==> config.mk <==
export PLATFORM = sky130hd
export DESIGN_NAME = alu_arbiter
export DESIGN_NICKNAME = d
export VERILOG_FILES = /design/src/rtl/alu_pkg.sv /design/src/rtl/rr_arb2.sv /design/src/rtl/alu_arbiter.sv
export SDC_FILE = /design/constraint.sdc
export NUM_CORES = 1
export LEC_CHECK = 0
export BUFFER_PORTS_ARGS = -buffer_cell sky130_fd_sc_hd__clkbuf_2
export CORE_ASPECT_RATIO = 1.2
export CORE_MARGIN = 2
export CORE_UTILIZATION = 30
export CTS_BUF_LIST = sky130_fd_sc_hd__clkbuf_8 sky130_fd_sc_hd__clkbuf_16
export CTS_CLUSTER_SIZE = 12
export DETAILED_ROUTE_END_ITERATION = 6
export HOLD_SLACK_MARGIN = 0.06
export PLACE_DENSITY_LB_ADDON = 0.3
export RECOVER_POWER = 25
export SETUP_SLACK_MARGIN = 0.15
export SLEW_MARGIN = 20
export SYNTH_ARGS = -nofsm -noshare
export SYNTH_HDL_FRONTEND = slang
export SYNTH_SLANG_ARGS = --single-unit
==> constraint.sdc <==
create_clock -name clk -period 1.83 [get_ports clk]
set_input_delay 0.0915 -clock clk [delete_from_list [all_inputs] [get_ports clk]]
set_output_delay 0.0915 -clock clk [all_outputs]
set_load 0.1 [all_outputs]
==> src/rtl/alu_pkg.sv <==
// Shared definitions for the ALU arbiter: opcode encodings, opcode legality
// check and the arbiter FSM state type.
package alu_pkg;

    localparam logic [3:0] ALU_AND  = 4'b0000;
    localparam logic [3:0] ALU_OR   = 4'b0001;
    localparam logic [3:0] ALU_ADD  = 4'b0010;
    localparam logic [3:0] ALU_XOR  = 4'b0011;
    localparam logic [3:0] ALU_SLL  = 4'b0100;
    localparam logic [3:0] ALU_SRL  = 4'b0101;
    localparam logic [3:0] ALU_SUB  = 4'b0110;
    localparam logic [3:0] ALU_SLTU = 4'b0111;
    localparam logic [3:0] ALU_SLT  = 4'b1000;
    localparam logic [3:0] ALU_SRA  = 4'b1001;

    typedef enum logic [1:0] {
        IDLE = 2'd0,
        EXEC = 2'd1,
        RESP = 2'd2
    } arb_state_t;

    // Opcodes are allocated contiguously from 0, so ALU_SRA is the last legal one.
    function automatic logic op_is_legal(input logic [3:0] op);
        return op <= ALU_SRA;
    endfunction

endpackage

==> src/rtl/rr_arb2.sv <==
// Two-way round-robin grant: on a tie the requester that was not granted last wins.
module rr_arb2 (
    input  logic valid0,
    input  logic valid1,
    input  logic last_grant,
    output logic gnt0,
    output logic gnt1
);

    assign gnt0 = valid0 && (!valid1 || last_grant);
    assign gnt1 = valid1 && (!valid0 || !last_grant);

endmodule

==> src/rtl/alu_arbiter.sv <==
// Shares one external combinational ALU between two requesters with round-robin
// arbitration, registered ALU inputs and per-requester valid/ready responses.
module alu_arbiter
    import alu_pkg::*;
#(
    parameter int WIDTH = 32,
    parameter int OPW   = 4
) (
    input  logic             clk,
    input  logic             rst,
    input  logic             req0_valid,
    output logic             req0_ready,
    input  logic [OPW-1:0]   req0_op,
    input  logic [WIDTH-1:0] req0_a,
    input  logic [WIDTH-1:0] req0_b,
    input  logic             req1_valid,
    output logic             req1_ready,
    input  logic [OPW-1:0]   req1_op,
    input  logic [WIDTH-1:0] req1_a,
    input  logic [WIDTH-1:0] req1_b,
    output logic             resp0_valid,
    input  logic             resp0_ready,
    output logic [WIDTH-1:0] resp0_result,
    output logic             resp0_zero,
    output logic             resp0_err,
    output logic             resp1_valid,
    input  logic             resp1_ready,
    output logic [WIDTH-1:0] resp1_result,
    output logic             resp1_zero,
    output logic             resp1_err,
    output logic [OPW-1:0]   alu_op,
    output logic [WIDTH-1:0] alu_ina,
    output logic [WIDTH-1:0] alu_inb,
    input  logic [WIDTH-1:0] alu_out,
    input  logic             alu_zero
);

    arb_state_t state;
    arb_state_t state_next;
    logic       last_grant;
    logic       owner;
    logic       gnt0;
    logic       gnt1;
    logic       owner_taken;

    rr_arb2 u_arb (
        .valid0     (req0_valid),
        .valid1     (req1_valid),
        .last_grant (last_grant),
        .gnt0       (gnt0),
        .gnt1       (gnt1)
    );

    assign owner_taken = owner ? resp1_ready : resp0_ready;

    always_ff @(posedge clk) begin
        if (rst) begin
            state <= IDLE;
        end else begin
            state <= state_next;
        end
    end

    always_comb begin
        state_next = state;
        case (state)
            IDLE:    if (req0_ready || req1_ready) state_next = EXEC;
            EXEC:    state_next = RESP;
            RESP:    if (owner_taken) state_next = IDLE;
            default: state_next = IDLE;
        endcase
    end

    // Readies are held low while reset is asserted so no transfer can complete then.
    always_comb begin
        req0_ready = 1'b0;
        req1_ready = 1'b0;
        if (state == IDLE && !rst) begin
            req0_ready = gnt0;
            req1_ready = gnt1;
        end
    end

    always_ff @(posedge clk) begin
        if (rst) begin
            last_grant   <= 1'b1;
            owner        <= 1'b0;
            alu_op       <= '0;
            alu_ina      <= '0;
            alu_inb      <= '0;
            resp0_valid  <= 1'b0;
            resp0_result <= '0;
            resp0_zero   <= 1'b0;
            resp0_err    <= 1'b0;
            resp1_valid  <= 1'b0;
            resp1_result <= '0;
            resp1_zero   <= 1'b0;
            resp1_err    <= 1'b0;
        end else begin
            case (state)
                IDLE: begin
                    if (req0_ready) begin
                        alu_op     <= req0_op;
                        alu_ina    <= req0_a;
                        alu_inb    <= req0_b;
                        owner      <= 1'b0;
                        last_grant <= 1'b0;
                    end else if (req1_ready) begin
                        alu_op     <= req1_op;
                        alu_ina    <= req1_a;
                        alu_inb    <= req1_b;
                        owner      <= 1'b1;
                        last_grant <= 1'b1;
                    end
                end
                EXEC: begin
                    // Illegal opcodes report a forced zero result rather than whatever the ALU produced.
                    if (owner) begin
                        resp1_valid  <= 1'b1;
                        resp1_result <= op_is_legal(alu_op) ? alu_out : '0;
                        resp1_zero   <= op_is_legal(alu_op) ? alu_zero : 1'b1;
                        resp1_err    <= !op_is_legal(alu_op);
                    end else begin
                        resp0_valid  <= 1'b1;
                        resp0_result <= op_is_legal(alu_op) ? alu_out : '0;
                        resp0_zero   <= op_is_legal(alu_op) ? alu_zero : 1'b1;
                        resp0_err    <= !op_is_legal(alu_op);
                    end
                end
                RESP: begin
                    if (owner && resp1_ready) begin
                        resp1_valid <= 1'b0;
                    end
                    if (!owner && resp0_ready) begin
                        resp0_valid <= 1'b0;
                    end
                end
                default: ;
            endcase
        end
    end

endmodule

==> results of run 1 <==
-- cell families (layout without fill, tap and decap cells) --
kind of cell             count (synthesis)  count (layout)  synth area share
AND/OR/NAND/NOR                        425             425             0.357
buffers and inverters                   71             558            0.0551
adder cells (fa/ha/maj)                  4               4           0.00881
multiplexers                             2               2           0.00353
flip-flops                             142             142             0.501
other                                    0               1                 0
AO/OA/AOI/OAI                           80              80            0.0749
-- power breakdown --
| part | total (mW) | internal, mW | switching [mW] |
|---|---|---|---|
| Combinational | 8.74 | 2.06 | 6.68 |
| Clock | 3.55 | 2.14 | 1.41 |
| Sequential | 4.14 | 3.75 | 0.391 |
-- tightest hold or removal path: cells and delay by family --
family / cells / cell delay (ns)
buffers and inverters: 1 / 0.08
AND/OR/NAND/NOR: 2 / 0.26
-- synth_stat cells --
cell type  number  area share
a211oi_1        3      0.0040
a21oi_1        70       0.062
a31o_2          1      0.0015
a32oi_1         1      0.0015
and2_1          1      0.0011
and3_1          1      0.0011
buf_1           2      0.0013
buf_2          22       0.019
buf_4           1      0.0013
buf_6           2      0.0040
clkbuf_1       40       0.026
dfxtp_1       142        0.50
ha_1            4      0.0088
inv_1           3      0.0020
inv_2           1     0.00066
mux2i_1         2      0.0035
nand2_1        73       0.048
nand2b_1        3      0.0033
nand3_1        65       0.057
nand3_2         1      0.0018
nor2_1        142       0.094
nor2b_1         2      0.0022
nor2b_4         1      0.0024
nor3_1         68       0.060
nor4_1         58       0.064
nor4_2         10       0.022
o21a_2          1      0.0015
o21ai_0         2      0.0018
o21ai_2         1      0.0015
o21bai_1        1      0.0013
-- what timing repair did --
item / CTS / global route
buffers inserted: 12 / 2
hold endpoints to repair: 136 / 0
hold buffers: 164 / 0
setup endpoints to repair: 70 / 138
cloned: 4 / 4
resized for setup: 13 / 28
pin swaps: 1 / 3
-- flip-flops by register name (all words and copies together) (netlist names) --
name,flops
resp0_result,32
resp1_valid,1
resp1_zero,1
last_grant,1
resp1_result,32
state,2
alu_op,4
resp1_err,1
alu_inb,32
resp0_zero,1
owner,1
resp0_err,1
alu_ina,32
resp0_valid,1
-- area by class of cell --
class / count / area, sq um
timing repair buffer: 522 / 3910
antenna: 1 / 2.50
tap: 256 / 320
clock inverter: 15 / 171
clock buffer: 17 / 425
multi-input combinational: 511 / 2670
fill: 1685 / 8360
inverter: 4 / 17.5
sequential: 142 / 2850
-- routing by layer --
metal / vias to the layer above / routed length (um) / global-route usage
met3: 49 / 1910 / 0.0633
met2: 376 / 12100 / 0.386
met5: - / 0 / 0
met4: 0 / 553 / 0.0891
met1: 3402 / 9770 / 0.272
li1: 3451 / - / -
-- per-stage QoR --
stage / setup WS [ns] / util
after floorplan: 0.161 / -
after global placement: 0.112 / 0.408
after detailed placement: 0.0206 / 0.408
after CTS: 0.0776 / 0.541
after global routing: 0.00609 / 0.553
final: 0.0871 / 0.553
-- worst max-delay path by stage --
stage,start,to,slack [ns],cells after the start
global placement,state[0],alu_inb[24],0.11,8
finish,state[1],req1_ready,0.09,7
detailed placement,state[0],alu_inb[24],0.02,8
global route,state[0],req1_ready,0.006,7
CTS,state[1],req1_ready,0.08,7
floorplan,state[0],owner,0.16,6
==> results.ini, run 1 <==
[critical_path]
cpMaxStageDelayCell=dfxtp_2
r2r_slack_ns=0.10
worst_r2r_path_depth=8
regToRegStartpoint=state[1]
cp_top_family=buffers and inverters
cp-end-kind=output pin
crit_chain=inv_2 -> ha_4 -> nor2b_4 -> buf_6 -> nand2_4 -> a21oi_4 -> buf_12
cpPeakStageDelay_ns=0.33
cp_max_fo=3
cp_data_arrival_time_ns=1.65
worst-setup-path-type=reg -> out
worstReg2RegEnd=alu_inb[27]
path_buf_inv=3
worst_ep_required_time_ns=1.74
cp-start-kind=flip-flop

[yosys]
syn_area_per_cell_sq_um=7.84
netlist_area_sq_um=5680
seq_area_frac_synth=0.501
ys_ff_latch=142
ys.warnings.count=0
synth_nets=903
synthCells=724
ys_types=30

[detailed_routing]
drt-pass1-iter-count=4
vias=7278
avgViaCountPerCell=4.96
wire_per_inst_um=16.6
wl_mm=24.3
post-route-drc-count=0
drtIter0Drc=415
antenna_left=0

[timing]
setup_tns_ns=0
hold_viol_final=0
hold_slack_ns=0.0721
maxSlewViolCount=0
slew_headroom=0.574
rsz0062_at_grt=yes
timing.final.crit_share=0.952
period_minus_slack_ns=1.74
skew_ns=0.0141
final-setup-viol-count=0
worst_pin_slew_ns=0.636
timing.fmax_ghz=0.574

[clock_network]
cts_tree=yes
clk_pin_slew_worst_paths_ns=0.06
cts_buffers=17
cts_buffer_depth=2
htree_levels=4
root_buffer=clkbuf_16
clk_latency_ns=0.41
cts.sinks=142

[grt]
grt_pass1_wl_mm=36.3
grt_pass1_vias=7149
grt-ovfl-total=0
grt_max_degree=99
antenna_found_initial=1
track_usage=0.228

[finish]
final_area_sq_um=10400
drive_gt1_frac=0.355
stdcell_count=1468
most-common-layout-cells=311 x clkbuf_2, 164 x dlygate4sd3_1, 142 x nor2_1, 137 x dfxtp_1, 72 x nand2_1
layout_commonest_cell=clkbuf_2
nets=1377
syn2layout_area_growth_pct=82.4

[pwr]
irDropWorstVdd_v=0.00105
pwr_density_cell_nw_per_um2=1590
totalPowerFinal_mw=16.4
p_leak_nw=4.60

[min_path]
hp-class=in -> reg
min_path_cells=3
min-delay-start=req1_a[28]
min_to=alu_ina[28]

[place]
dp_hpwl_mm=13.5
portBuffers=314
place_area_sq_um=7640
placed_cells=1249
place_congestion=0.794

[floorplan]
core-area_sq_um=18700
die_h_um=155
num_rows=55
die_w_um=130
die_area_sq_um=20100
start_util=0.303
io_pins=315

[job]
drv_cap=0

[run_status]
status=complete, no violations

Power figures use the tool's default switching activity.
==> run 2, diff against run 1 <==
ABC_AREA = 1   (was default)
CELL_PAD_IN_SITES_DETAIL_PLACEMENT = 0   (was default)
CELL_PAD_IN_SITES_GLOBAL_PLACEMENT = 1   (was default)
CORE_UTILIZATION = 28   (was 30)
clock period = 1.5 ns   (was 1.83 ns; I/O delays follow)
==> results.ini, run 2 <==
[run_status]
status=complete, but fails checks
violations=setup timing

[detailed_routing]
wl_mm=28.3
drt-pass1-iter-count=5
avgViaCountPerCell=4.84
antenna_left=0
wire_per_inst_um=16.2
vias=8466
post-route-drc-count=0
drtIter0Drc=348

[yosys]
synthCells=924
syn_area_per_cell_sq_um=7.08
synth_nets=1103
synth_ff_type=dfxtp_1
synthTopCellsByCount=151 x inv_1, 142 x dfxtp_1, 140 x nand3_1
synthArstFlopShare=0
seq_area_frac_synth=0.435
ys_ff_latch=142
synth_top_area_frac=0.435
ys.warnings.count=0
synth-edff-count=0
netlist_area_sq_um=6540
yosysMostFrequentCell=inv_1
ys_types=22
synthTopCellsByArea=dfxtp_1 43%, nand3_1 11%, a21oi_1 11%, inv_1 8.7%, nand4_1 6.5%
yosysTopAreaCell=dfxtp_1

[clock_network]
clk_pin_slew_worst_paths_ns=0.06
clk_latency_ns=0.42
cts_buffer_depth=2
cts.sinks=142
cts_buffers=17
root_buffer=clkbuf_16
htree_levels=4
cts_tree=yes

[critical_path]
cp_max_fo=2
worst_ep_required_time_ns=1.42
cp_data_arrival_time_ns=1.60
crit_chain=inv_2 -> ha_4 -> inv_4 -> nor2_8 -> nand3_4 -> buf_12 -> clkinvlp_4 -> buf_12
cp-start-kind=flip-flop
worst-setup-path-type=reg -> out
cp-end-kind=output pin
cp_common_cell=buf_12
cpPeakStageDelay_ns=0.32
cpMaxStageDelayCell=dfxtp_2

[floorplan]
die_w_um=143
start_util=0.284
num_rows=61
io_pins=315
die_h_um=171
core-area_sq_um=23000
die_area_sq_um=24600

[timing]
maxSlewViolCount=0
final-setup-viol-count=112
timing.fmax_ghz=0.599
rsz0062_at_grt=yes
hold_viol_final=0
period_minus_slack_ns=1.67
slew_headroom=0.613
setup_tns_ns=-9.39
timing.final.crit_share=1.11
skew_ns=0.0104
worst_pin_slew_ns=0.582
setup_slack_ns=-0.171

[finish]
final_area_sq_um=12500
syn2layout_area_growth_pct=91.5
most-common-layout-cells=303 x clkbuf_2, 163 x dlygate4sd3_1, 143 x inv_1, 137 x dfxtp_1, 127 x nand3_1
stdcell_count=1750
fill_cells=2186
layout_commonest_cell=clkbuf_2
antennaDiodeCount=0
drive_gt1_frac=0.401
fin_util=0.543
nets=1601

[place]
placed_cells=1502
place_area_sq_um=8680
portBuffers=314
place_congestion=0.765
dp_hpwl_mm=15.7

[min_path]
hp-class=in -> reg

[pwr]
p_leak_nw=6.08
pwr_density_cell_nw_per_um2=1810
irDropWorstVdd_v=0.00141
totalPowerFinal_mw=22.7

[grt]
grt_pass1_vias=8165
grt_pass1_wl_mm=41.4
track_usage=0.213
grt-ovfl-total=0
antenna_found_initial=0
grt_max_degree=71

[job]
drv_cap=0

==> run 2: path summary, 6_finish.rpt <==
| kind | start | end | slack, ns | cells past startpoint |
|---|---|---|---|---|
| max | state[1] | req0_ready | -0.17 | 8 |
| min | req0_op[1] | alu_op[1] | 0.08 | 5 |
| max reg2reg | state[1] | alu_inb[13] | -0.16 | 12 |
| min reg2reg | resp1_valid | resp1_valid | 0.46 | 2 |
==> run 2: cell families after synthesis <==
| family | count (synthesis) | share of synthesized area |
|---|---|---|
| AOI/OAI and AO/OA | 211 | 0.162 |
| and+or+nand+nor | 331 | 0.249 |
| adders and majority gates | 4 | 0.00766 |
| DFF | 142 | 0.435 |
| buffers and inverters | 236 | 0.146 |
==> run 2: power breakdown <==
| group | switching, mW | leakage, nW | internal, mW |
|---|---|---|---|
| Clock | 1.91 | 0.308 | 2.69 |
| Sequential | 0.545 | 1.16 | 4.57 |
| Combinational | 9.01 | 4.61 | 3.97 |
| Total | 11.5 | 6.08 | 11.2 |
==> run 2: cell type report <==
class | count | area, sq um | share of cell area
tap | 315 | 394 | 0.0315
sequential | 142 | 2850 | 0.228
multi-input combinational | 546 | 3350 | 0.267
clock inverter | 15 | 196 | 0.0157
inverter | 153 | 608 | 0.0486
clock buffer | 17 | 425 | 0.0340
timing repair buffer | 562 | 4700 | 0.375
==> run 2: critical path: cells and delay by family (launching register included) <==
kind / cells / cell delay (ns)
adder cells (fa/ha/maj): 1 / 0.15
buffers and inverters: 5 / 0.54
flip-flops: 1 / 0.32
AND/OR/NAND/NOR: 2 / 0.17
==> run 2: stage by stage <==
step	setup slack (ns)	hold slack [ns]
floorplan	-0.211	0.240
global placement	-0.0127	0.336
detailed placement	-0.0659	0.337
CTS	-0.208	0.0654
global route	-0.256	0.0902
finish	-0.171	0.0823
==> run 2: what timing repair did <==
item	CTS	global route
hold buffers	163	0
resized for setup	81	213
gates cloned	13	7
endpoints found under the hold margin	135	0
pin swaps	7	23
setup endpoints to repair	143	176
buffers inserted	21	12
==> run 2: routing by layer <==
layer  part of all wire  track usage
met1               0.40        0.244
met4              0.036       0.0993
met5                  0            0
met3              0.055       0.0484
met2               0.51        0.373
==> run 3, diff against run 2 <==
ABC_AREA = default   (was 1)
CORE_UTILIZATION = 27   (was 28)
==> results.ini, run 3 (same netlist as run 1, synthesis figures left out) <==
[run_status]
status=complete, but fails checks
violations=setup timing

[timing]
timing.final.crit_share=1.20
final-setup-viol-count=72
setup_tns_ns=-14.65
hold_viol_final=0
setup_slack_ns=-0.306
skew_ns=0.0118
worst_pin_slew_ns=0.973
timing.fmax_ghz=0.554
hold_slack_ns=0.0841
maxSlewViolCount=0
slew_headroom=0.351
rsz0062_at_grt=yes
period_minus_slack_ns=1.81

[min_path]
min_path_cells=3
hp-class=in -> reg

[grt]
track_usage=0.216
antenna_found_initial=0
grt_pass1_vias=7282
grt_pass1_wl_mm=37.6
grt_max_degree=140
grt-ovfl-total=0

[pwr]
pwr_density_cell_nw_per_um2=1870
p_leak_nw=5.06
irDropWorstVdd_v=0.00145

[place]
placed_cells=1281
place_congestion=0.769
place_area_sq_um=7850
dp_hpwl_mm=14.4
portBuffers=314

[clock_network]
root_buffer=clkbuf_16
clk_pin_slew_worst_paths_ns=0.06
cts_tree=yes
htree_levels=4
cts_buffer_depth=2
cts.sinks=142
cts_buffers=17
clk_latency_ns=0.42

[critical_path]
worst_ep_required_time_ns=1.76
worst-setup-path-type=reg -> reg
cp-start-kind=flip-flop
cp_max_fo=20
cp_data_arrival_time_ns=2.07
cp-end-kind=flip-flop
worst_r2r_path_depth=10

[detailed_routing]
wl_mm=26.3
antenna_left=0
avgViaCountPerCell=4.84
vias=7391
post-route-drc-count=0
drtIter0Drc=288
wire_per_inst_um=17.2
drt-pass1-iter-count=4

[finish]
nets=1424
layout_commonest_cell=clkbuf_2
antennaDiodeCount=0
syn2layout_area_growth_pct=104
fill_cells=1843
drive_gt1_frac=0.451
most-common-layout-cells=293 x clkbuf_2, 168 x dlygate4sd3_1, 136 x dfxtp_1, 110 x nor2_1, 63 x nand2_1
stdcell_count=1527
final_area_sq_um=11600

[floorplan]
core-area_sq_um=20800
die_area_sq_um=22200
num_rows=58
start_util=0.273
die_h_um=163
die_w_um=136
io_pins=315

[job]
drv_cap=0

## run 3: changes by cell type in the layout (fill, tap and decap cells not counted), moves of 16 or more
cell | before | now
inv_1 | 143 | 3
nor2_1 | 5 | 110
a21oi_1 | 117 | 45
nand3_1 | 127 | 57
nand4_1 | 68 | 0
o21ai_2 | 59 | 0
nor3_1 | 0 | 51
nor4_1 | 0 | 45
nand2_1 | 95 | 63
nor2_2 | 1 | 26
nor4_2 | 0 | 23
nor3_2 | 0 | 16
## run 3: timing repair
action	CTS	global route
buffers inserted	18	9
gates resized for setup	73	144
cloned	11	9
endpoints found under the setup margin	147	177
pin swaps	49	24
hold endpoints to repair	136	0
hold buffers	168	0
## run 3: layer usage
metal / vias up / share of wire / GRT usage
met5: - / 0 / 0
met1: 3442 / 0.40 / 0.249
met4: 0 / 0.037 / 0.0938
li1: 3558 / - / -
met3: 64 / 0.067 / 0.0545
met2: 327 / 0.50 / 0.375
## run 3: report_power, final
group          total (mW)  switching (mW)  leakage, nW  internal (mW)
Combinational        12.2            8.65         3.61           3.53
Sequential           5.11           0.531         1.17           4.58
Clock                4.35            1.73        0.292           2.61
Total                21.6            10.9         5.06           10.7
## run 3: final timing paths
check	start	end	slack (ns)
worst max-delay path	state[1]	alu_inb[25]	-0.31
worst min-delay path	req1_b[4]	alu_inb[4]	0.08
worst max register to register	state[1]	alu_inb[25]	-0.31
worst min register to register	resp0_result[1]	resp0_result[1]	0.45
## run 3: metrics by stage
stage	utilization	worst slack [ns]	power, mW
finish	0.556	-0.306	21.6
global route	0.556	-0.375	22.5
CTS	0.521	-0.229	20.7
detailed placement	0.377	-0.208	14.9
global placement	0.377	-0.148	14.9
floorplan	-	-0.0779	12.8
## run 3: final cells by class
type	instances	area, sq um	share of cell area
clock inverter	14	170	0.0147
tap	270	338	0.0292
sequential	142	2860	0.247
clock buffer	17	425	0.0368
inverter	4	20.0	0.00173
multi-input combinational	511	3070	0.265
timing repair buffer	569	4690	0.405
## run 3: critical path, stage by stage (launching register included)
cell and delay, ns:
dfxtp_2 0.32, inv_2 0.07, ha_4 0.13, nor2b_4 0.16, buf_6 0.12, nand3_4 0.08, buf_4 0.16, buf_12 0.14
buf_12 0.15, nor2_1 0.21, nor4_2 0.10
